### config.mk
export PLATFORM = sky130hd
export DESIGN_NAME = alu_input_ctrl
export DESIGN_NICKNAME = d
export VERILOG_FILES = /design/src/rtl/alu_input_ctrl.sv
export SDC_FILE = /design/constraint.sdc
export NUM_CORES = 1
export LEC_CHECK = 0
export CORE_ASPECT_RATIO = 0.8
export CORE_MARGIN = 2
export CORE_UTILIZATION = 60
export CTS_BUF_LIST = sky130_fd_sc_hd__clkbuf_8
export CTS_CLUSTER_SIZE = 16
export DETAILED_ROUTE_END_ITERATION = 12
export PLACE_DENSITY = 0.82
export SYNTH_ARGS = -nofsm -noshare
export SYNTH_HDL_FRONTEND = slang
export SYNTH_SLANG_ARGS = --single-unit
export TNS_END_PERCENT = 50
### constraint.sdc
create_clock -name clk -period 6.26 [get_ports clk]
set_input_delay 0.939 -clock clk [delete_from_list [all_inputs] [get_ports clk]]
set_output_delay 0.939 -clock clk [all_outputs]
set_load 0.03 [all_outputs]
### src/rtl/alu_input_ctrl.sv
// -----------------------------------------------------------------------------
// alu_input_ctrl
//   Input conditioning in front of the ALU. Raw buttons and switches are
//   brought into the clock domain with 2-flop synchronizers. The four opcode
//   buttons and the execute button are debounced. Each clean opcode press
//   toggles one bit of a held opcode register. A clean execute press
//   snapshots the switches and the opcode into registered outputs and then
//   fires a single-cycle enable to the ALU.
//
// Parameters
//   DEBOUNCE_CYCLES : stable cycles needed to accept a level change (>= 2)
//   CNT_W           : debounce counter width, 2**CNT_W > DEBOUNCE_CYCLES
//
// Ports
//   clk      in   board clock
//   reset_n  in   asynchronous active-low reset
//   btn_op   in   [3:0] raw opcode buttons {btnu, btnl, btnd, btnr}
//   btn_exec in   raw execute button (btnc)
//   sw       in   [15:0] raw switches (synchronized only)
//   a        out  [15:0] {sw[15:8], 8'h00} captured at snapshot
//   b        out  [15:0] {8'h00, sw[7:0]} captured at snapshot
//   op_code  out  [3:0] opcode captured at snapshot
//   enable   out  one-cycle strobe to the ALU
//   busy     out  high while an execute sequence is in progress
// -----------------------------------------------------------------------------
module alu_input_ctrl #(
  parameter int unsigned DEBOUNCE_CYCLES = 1000000,
  parameter int unsigned CNT_W           = 20
) (
  input  logic        clk,
  input  logic        reset_n,
  input  logic [3:0]  btn_op,
  input  logic        btn_exec,
  input  logic [15:0] sw,
  output logic [15:0] a,
  output logic [15:0] b,
  output logic [3:0]  op_code,
  output logic        enable,
  output logic        busy
);

  localparam int NB       = 5;  // opcode buttons in [3:0], execute in [4]
  localparam int EXEC_BIT = 4;
  localparam logic [CNT_W-1:0] DEB_LAST = CNT_W'(DEBOUNCE_CYCLES - 1);

  typedef enum logic [1:0] {
    IDLE     = 2'd0,
    LOAD     = 2'd1,
    FIRE     = 2'd2,
    WAIT_REL = 2'd3
  } state_e;

  logic [NB-1:0]    btn_raw;
  logic [NB-1:0]    btn_s1_q, btn_s2_q;
  logic [15:0]      sw_s1_q, sw_s2_q;
  logic [NB-1:0]    stable_q, stable_d;
  logic [NB-1:0]    stable_prev_q;
  logic [NB-1:0]    press;
  logic [CNT_W-1:0] cnt_q [NB];
  logic [CNT_W-1:0] cnt_d [NB];
  logic [3:0]       op_reg_q, op_reg_d;
  state_e           state_q, state_d;
  logic             load;
  logic [15:0]      a_q, b_q;
  logic [3:0]       op_code_q;

  assign btn_raw = {btn_exec, btn_op};

  // ---------------------------------------------------------------------------
  // Debounce: count consecutive cycles of disagreement between the synced and
  // the accepted level; accept the new level on the DEBOUNCE_CYCLES-th one.
  // ---------------------------------------------------------------------------
  always_comb begin
    // NOTE: every output of a combinational block gets a default first so no
    // path leaves it unassigned, which would otherwise infer a latch.
    stable_d = stable_q;
    for (int i = 0; i < NB; i++) begin
      cnt_d[i] = '0;
      if (btn_s2_q[i] != stable_q[i]) begin
        if (cnt_q[i] == DEB_LAST) begin
          stable_d[i] = ~stable_q[i];
        end else begin
          cnt_d[i] = cnt_q[i] + 1'b1;
        end
      end
    end
  end

  // Rise of the accepted level against its one-cycle-delayed copy; releases
  // never produce a pulse.
  assign press    = stable_q & ~stable_prev_q;
  assign op_reg_d = op_reg_q ^ press[3:0];

  // ---------------------------------------------------------------------------
  // Execute sequencer
  // ---------------------------------------------------------------------------
  always_comb begin
    state_d = state_q;
    load    = 1'b0;
    case (state_q)
      IDLE:     if (press[EXEC_BIT]) state_d = LOAD;
      LOAD: begin
        load    = 1'b1;
        state_d = FIRE;
      end
      FIRE:     state_d = WAIT_REL;
      WAIT_REL: if (!stable_q[EXEC_BIT]) state_d = IDLE;
      default:  state_d = IDLE;
    endcase
  end

  // ---------------------------------------------------------------------------
  // Registers
  // ---------------------------------------------------------------------------
  always_ff @(posedge clk or negedge reset_n) begin
    if (!reset_n) begin
      btn_s1_q      <= '0;
      btn_s2_q      <= '0;
      sw_s1_q       <= '0;
      sw_s2_q       <= '0;
      stable_q      <= '0;
      stable_prev_q <= '0;
      // NOTE: the counter array is a handful of flops, not a RAM, so it is
      // cleared element by element like any other state.
      for (int i = 0; i < NB; i++) cnt_q[i] <= '0;
      op_reg_q      <= '0;
      state_q       <= IDLE;
      a_q           <= '0;
      b_q           <= '0;
      op_code_q     <= '0;
    end else begin
      // NOTE: non-blocking assignments so every flop samples pre-edge values,
      // which is what makes the two synchronizer stages two distinct flops.
      btn_s1_q      <= btn_raw;
      btn_s2_q      <= btn_s1_q;
      sw_s1_q       <= sw;
      sw_s2_q       <= sw_s1_q;
      stable_q      <= stable_d;
      stable_prev_q <= stable_q;
      for (int i = 0; i < NB; i++) cnt_q[i] <= cnt_d[i];
      op_reg_q      <= op_reg_d;
      state_q       <= state_d;
      if (load) begin
        a_q       <= {sw_s2_q[15:8], 8'h00};
        b_q       <= {8'h00, sw_s2_q[7:0]};
        // Take the post-toggle value so a press landing in LOAD is included.
        op_code_q <= op_reg_d;
      end
    end
  end

  assign a       = a_q;
  assign b       = b_q;
  assign op_code = op_code_q;
  assign enable  = (state_q == FIRE);
  assign busy    = (state_q != IDLE);

endmodule

Word-level counts from Yosys, hierarchy flattened
Cells that the tools add are included. Widths: inputs -> output; s select.

Input port bits: 23. Word-level logic and storage cells: 70. Output and inout bits: 38. Flip-flop bits (word level): 178.

Muxes and demuxes: 14. Reductions and logical operators: 8. Equality and inequality tests: 15. Bitwise logic cells: 8. $add $sub $neg: 5.

Operators with widths (count): $mux 20 (10); $add 20x1->20 const B (5); $eq 20x20->1 const B (5); $reduce_and 2->1 (6); $pmux 2 s4 (1); $and 5x5->5 (1); $ne 1x1->1 (5); $not 1->1 (5); $not 5->5 (1); $eq 2x2->1 const B (2); $mux 2 (2); $ne 2x2->1 const B (2); $xor 4x4->4 (1); $eq 2x1->1 const B (1); $logic_not 2->1 (1); $reduce_bool 2->1 (1); $mux 1 (1).

Longest topological paths before layout
Depth after elaboration: 4. Mapped depth: 6. Depth with buffers taken out: 5.

Worst setup path before layout
OpenSTA, ideal clock, no wires.

Kind: reg-to-reg. From: register cnt_q[40] (netlist bit). To: register cnt_q[58] (netlist bit). Buffers on the path: 1. Setup time: 0.074 ns. Stages on the path, launching flop included: 7. Clock period less this slack: 1.985 ns. Data required time: 6.186 ns. Path slack: 4.275 ns. Arrival time: 1.911 ns. Path through: dfrtp_1 -> ha_1 -> nand2_1 -> or4_1 -> buf_2 -> or4_4 -> a21oi_2.

RTL lines: start: declaration (line 59) `logic [CNT_W-1:0] cnt_q [NB];`.

Worst setup path after layout
From: register state_q[0]. To: output port busy.

Cells in the longest elaborated chain, start to end: 1.

RTL lines: start: declaration (line 62) `state_e state_q, state_d;`; start signal: assignment (line 142) `state_q <= state_d;`; $reduce_bool 2->1 (line 156) `assign busy = (state_q != IDLE);`; end: declaration (line 39) `output logic busy`.

No other way between the ends.

==> impl_metrics.csv <==
group,metric,value,unit
sta,final_hold_viol_count,0,
pwr,p_switching,548,uW
cts,clk_pin_slew,0.10,ns
final_layout,drive_above_1_share,10.5,%
cts,clockRootBuffer,"clkbuf_8",
sta,finClkSkew,0.0103,ns
synthesis,synth-seq-area-share,58.7,%
place,io_buffers,44,
cts,cts_hold_buffers,0,
synthesis,synth-main-ff-cell,"dfrtp_1",
pwr,seq_power_share,57.7,%
cts,worst_skew_pair.late_latency,0.47,ns
cts,cts_resized,0,
detailed_routing,drtIter0Drc,454,
grt,overflow,0,
synthesis,synthCells,681,
pwr,clockPowerShare,38.5,%
synthesis,synth_top_area_share,58.7,%
worst_setup_path,cp-start-kind,"flip-flop",
die,core_area,12300,um2
die,die_y,105,um
grt,grt_pass1_vias,5127,
worst_setup_path,end_kind,"output pin",
worst_setup_path,cp_data_required_time,5.32,ns
grt,grt_use_total,21.9,%
die,die_w,130,um
sta,setup_viol,0,
run_status,status,"completed",
place,routabilityCongestion,0.864,
detailed_routing,drc,0,
synthesis,netlist-cell-type-count,38,
cts,cts.sinks,178,
die,dieArea,13600,um2
cts,cts_tree,"built",
detailed_routing,routed_wl,13.7,mm
pwr,ir_worst_vdd,174,uV
worst_setup_path,arrival,1.91,ns
final_layout,num_antenna_cells,0,
synthesis,postSynthAreaPerCell,11.1,um2
pwr,pwr-share-comb,3.8,%
synthesis,synth.area.top_cells,"dfrtp_1, xnor2_1, nor2_1",
grt,grt_antenna_before_repair,0,
sta,rsz0062_at_grt,"no",
detailed_routing,drt-pass1-iter-count,5,
synthesis,synth_warnings,0,
sta,finalCriticalPeriod,2.85,ns
cts,post_cts_buffers,0,
grt,grt_pass1_wl,23.7,mm
sta,fmax,351,MHz
sta,tightest_slew,1.04,ns
detailed_routing,wl_per_cell,14.9,um
job,maxCapViolations,0,
sta,maxSlewViolCount,0,
pwr,leakage,3.61,nW
worst_setup_path,crit_type,"flip-flop to output pin",
place,dp_hpwl,9.12,mm
synthesis,yosys.area.top_type,"dfrtp_1",
die,num_rows,36,
synthesis,synth-async-reset-ratio,100,%
final_layout,area_growth,13.4,%
detailed_routing,vias,5191,
sta,finalCritPeriodShare,45.5,%
die,io_pins,61,
cts,htree_num_levels,4,
final_layout,final_nets,764,
synthesis,syn_area,7580,um2
pwr,power.total,2.05,mW
detailed_routing,via_per_inst,5.67,
synthesis,synth_edf_count,0,
grt,grt_max_degree,93,
hold_path,worstHoldPathType,"flip-flop to flip-flop",
worst_setup_path,timing.critical_path.fanout_max,4,
synthesis,synth_seq_cells,178,
final_layout,fill_cells,886,
pwr,intPower,1.50,mW
detailed_routing,ant_nets,0,
cts,cts_buffers,17,
sta,slew_headroom,30.9,%
sta,final.setup.tns,0,ns
pwr,p_sw_share,26.7,%
pwr,powerDensity,238,nW/um2
cts,clk_path_buf_depth,2,
die,start_util,61.9,%
## final timing paths
path	depth (start not counted)	from	to	slack (ns)
min in group asynchronous	1	reset_n	cnt_q[35]	0.52
max in group asynchronous	2	reset_n	cnt_q[84]	4.21
hold reg to reg	0	sw_s1_q[9]	sw_s2_q[9]	0.36
setup reg to reg	6	cnt_q[60]	cnt_q[70]	3.94
hold / removal	0	sw_s1_q[9]	sw_s2_q[9]	0.36
setup / recovery	4	state_q[0]	busy	3.41
## per-layer routing
| layer | vias up | track usage [%] | share of wire, % |
|---|---|---|---|
| met2 | 153 | 33.2 | 47 |
| met3 | 26 | 4.61 | 4.2 |
| li1 | 2444 | - | - |
| met4 | 0 | 9.60 | 1.9 |
| met5 | - | 0 | 0 |
| met1 | 2568 | 30.8 | 47 |
## per-stage QoR
| stage | util [%] | instances | instance area (um2) | hold slack, ns | setup WS, ns |
|---|---|---|---|---|---|
| floorplan | - | 696 | 7640 | 0.331 | 4.28 |
| global placement | 66.7 | 883 | 8180 | 0.332 | 3.65 |
| detailed placement | 66.7 | 883 | 8180 | 0.335 | 3.57 |
| CTS | 70.2 | 915 | 8600 | 0.358 | 3.38 |
| global route | 70.2 | 915 | 8600 | 0.365 | 3.32 |
| finish | 70.2 | 915 | 8600 | 0.356 | 3.41 |
## worst max-delay path, stage by stage, from the launching register on
cell	delay, ns
dfrtp_1	0.40
inv_1	0.10
ha_1	0.23
inv_1	0.05
clkdlybuf4s50_1	0.66
## registers in the layout, indices dropped and copies added, names as in the netlist
signal,count
op_reg_q,4
state_q,2
btn_s2_q,5
sw_s2_q,16
a,8
cnt_q,100
sw_s1_q,16
btn_s1_q,5
stable_q,5
b,8
stable_prev_q,5
op_code,4
## power by group through the flow
| stage | Sequential [mW] | Combinational, mW | Clock (mW) |
|---|---|---|---|
| finish | 1.18 | 0.0783 | 0.788 |
| global route | 1.19 | 0.0889 | 0.862 |
| CTS | 1.18 | 0.0803 | 0.809 |
| detailed placement | 1.21 | 0.0802 | 0 |
| global placement | 1.20 | 0.0761 | 0 |
| floorplan | 1.20 | 0.0432 | 0 |
## area by class of cell
cell class	instances	area (um2)	share of cell area [%]
inverter	22	82.6	0.960
clock inverter	15	188	2.18
timing repair buffer	50	487	5.66
clock buffer	17	234	2.72
sequential	178	4450	51.8
tap	171	214	2.49
multi-input combinational	462	2940	34.2
## cell usage in the layout, fill, tap and decap left out, types with 16 or more instances in the layout
master and instances:
dfrtp_1 178, nor2_1 84, xnor2_1 52, clkdlybuf4s50_1 43, nand3_1 34, nand2_1 29, mux2_2 25, a21oi_1 24
inv_1 22, nand4_1 22, xor2_1 22, o21ai_0 21, nor4_1 20, nor3_1 18, or3_1 17, clkbuf_8 17
conb_1 16
## synthesized netlist by cell type (4+ instances only)
| master | instances |
|---|---|
| dfrtp_1 | 178 |
| nor2_1 | 84 |
| xnor2_1 | 52 |
| nand3_1 | 34 |
| nand2_1 | 29 |
| mux2_2 | 25 |
| a21oi_1 | 24 |
| inv_1 | 22 |
| nand4_1 | 22 |
| xor2_1 | 22 |
| o21ai_0 | 21 |
| nor4_1 | 20 |
| nor3_1 | 18 |
| or3_1 | 17 |
| buf_4 | 16 |
| and3_1 | 14 |
| clkbuf_1 | 14 |
| o31ai_1 | 11 |
| ha_1 | 10 |
| or4_1 | 10 |
| nand4b_1 | 6 |
| nor4b_1 | 6 |
| nand2b_1 | 5 |
| buf_2 | 4 |
## logic make-up after synthesis
| family | count (synthesis) | synth area share, % |
|---|---|---|
| compound gates | 59 | 4.39 |
| xor+xnor | 74 | 8.55 |
| fa+ha+maj | 10 | 1.65 |
| buf+inv | 56 | 3.63 |
| flops | 178 | 58.7 |
| mux | 25 | 3.71 |
| other cells | 1 | 0.0494 |
| simple gates | 278 | 19.3 |
Note: power is estimated with default switching activity, not from simulation.
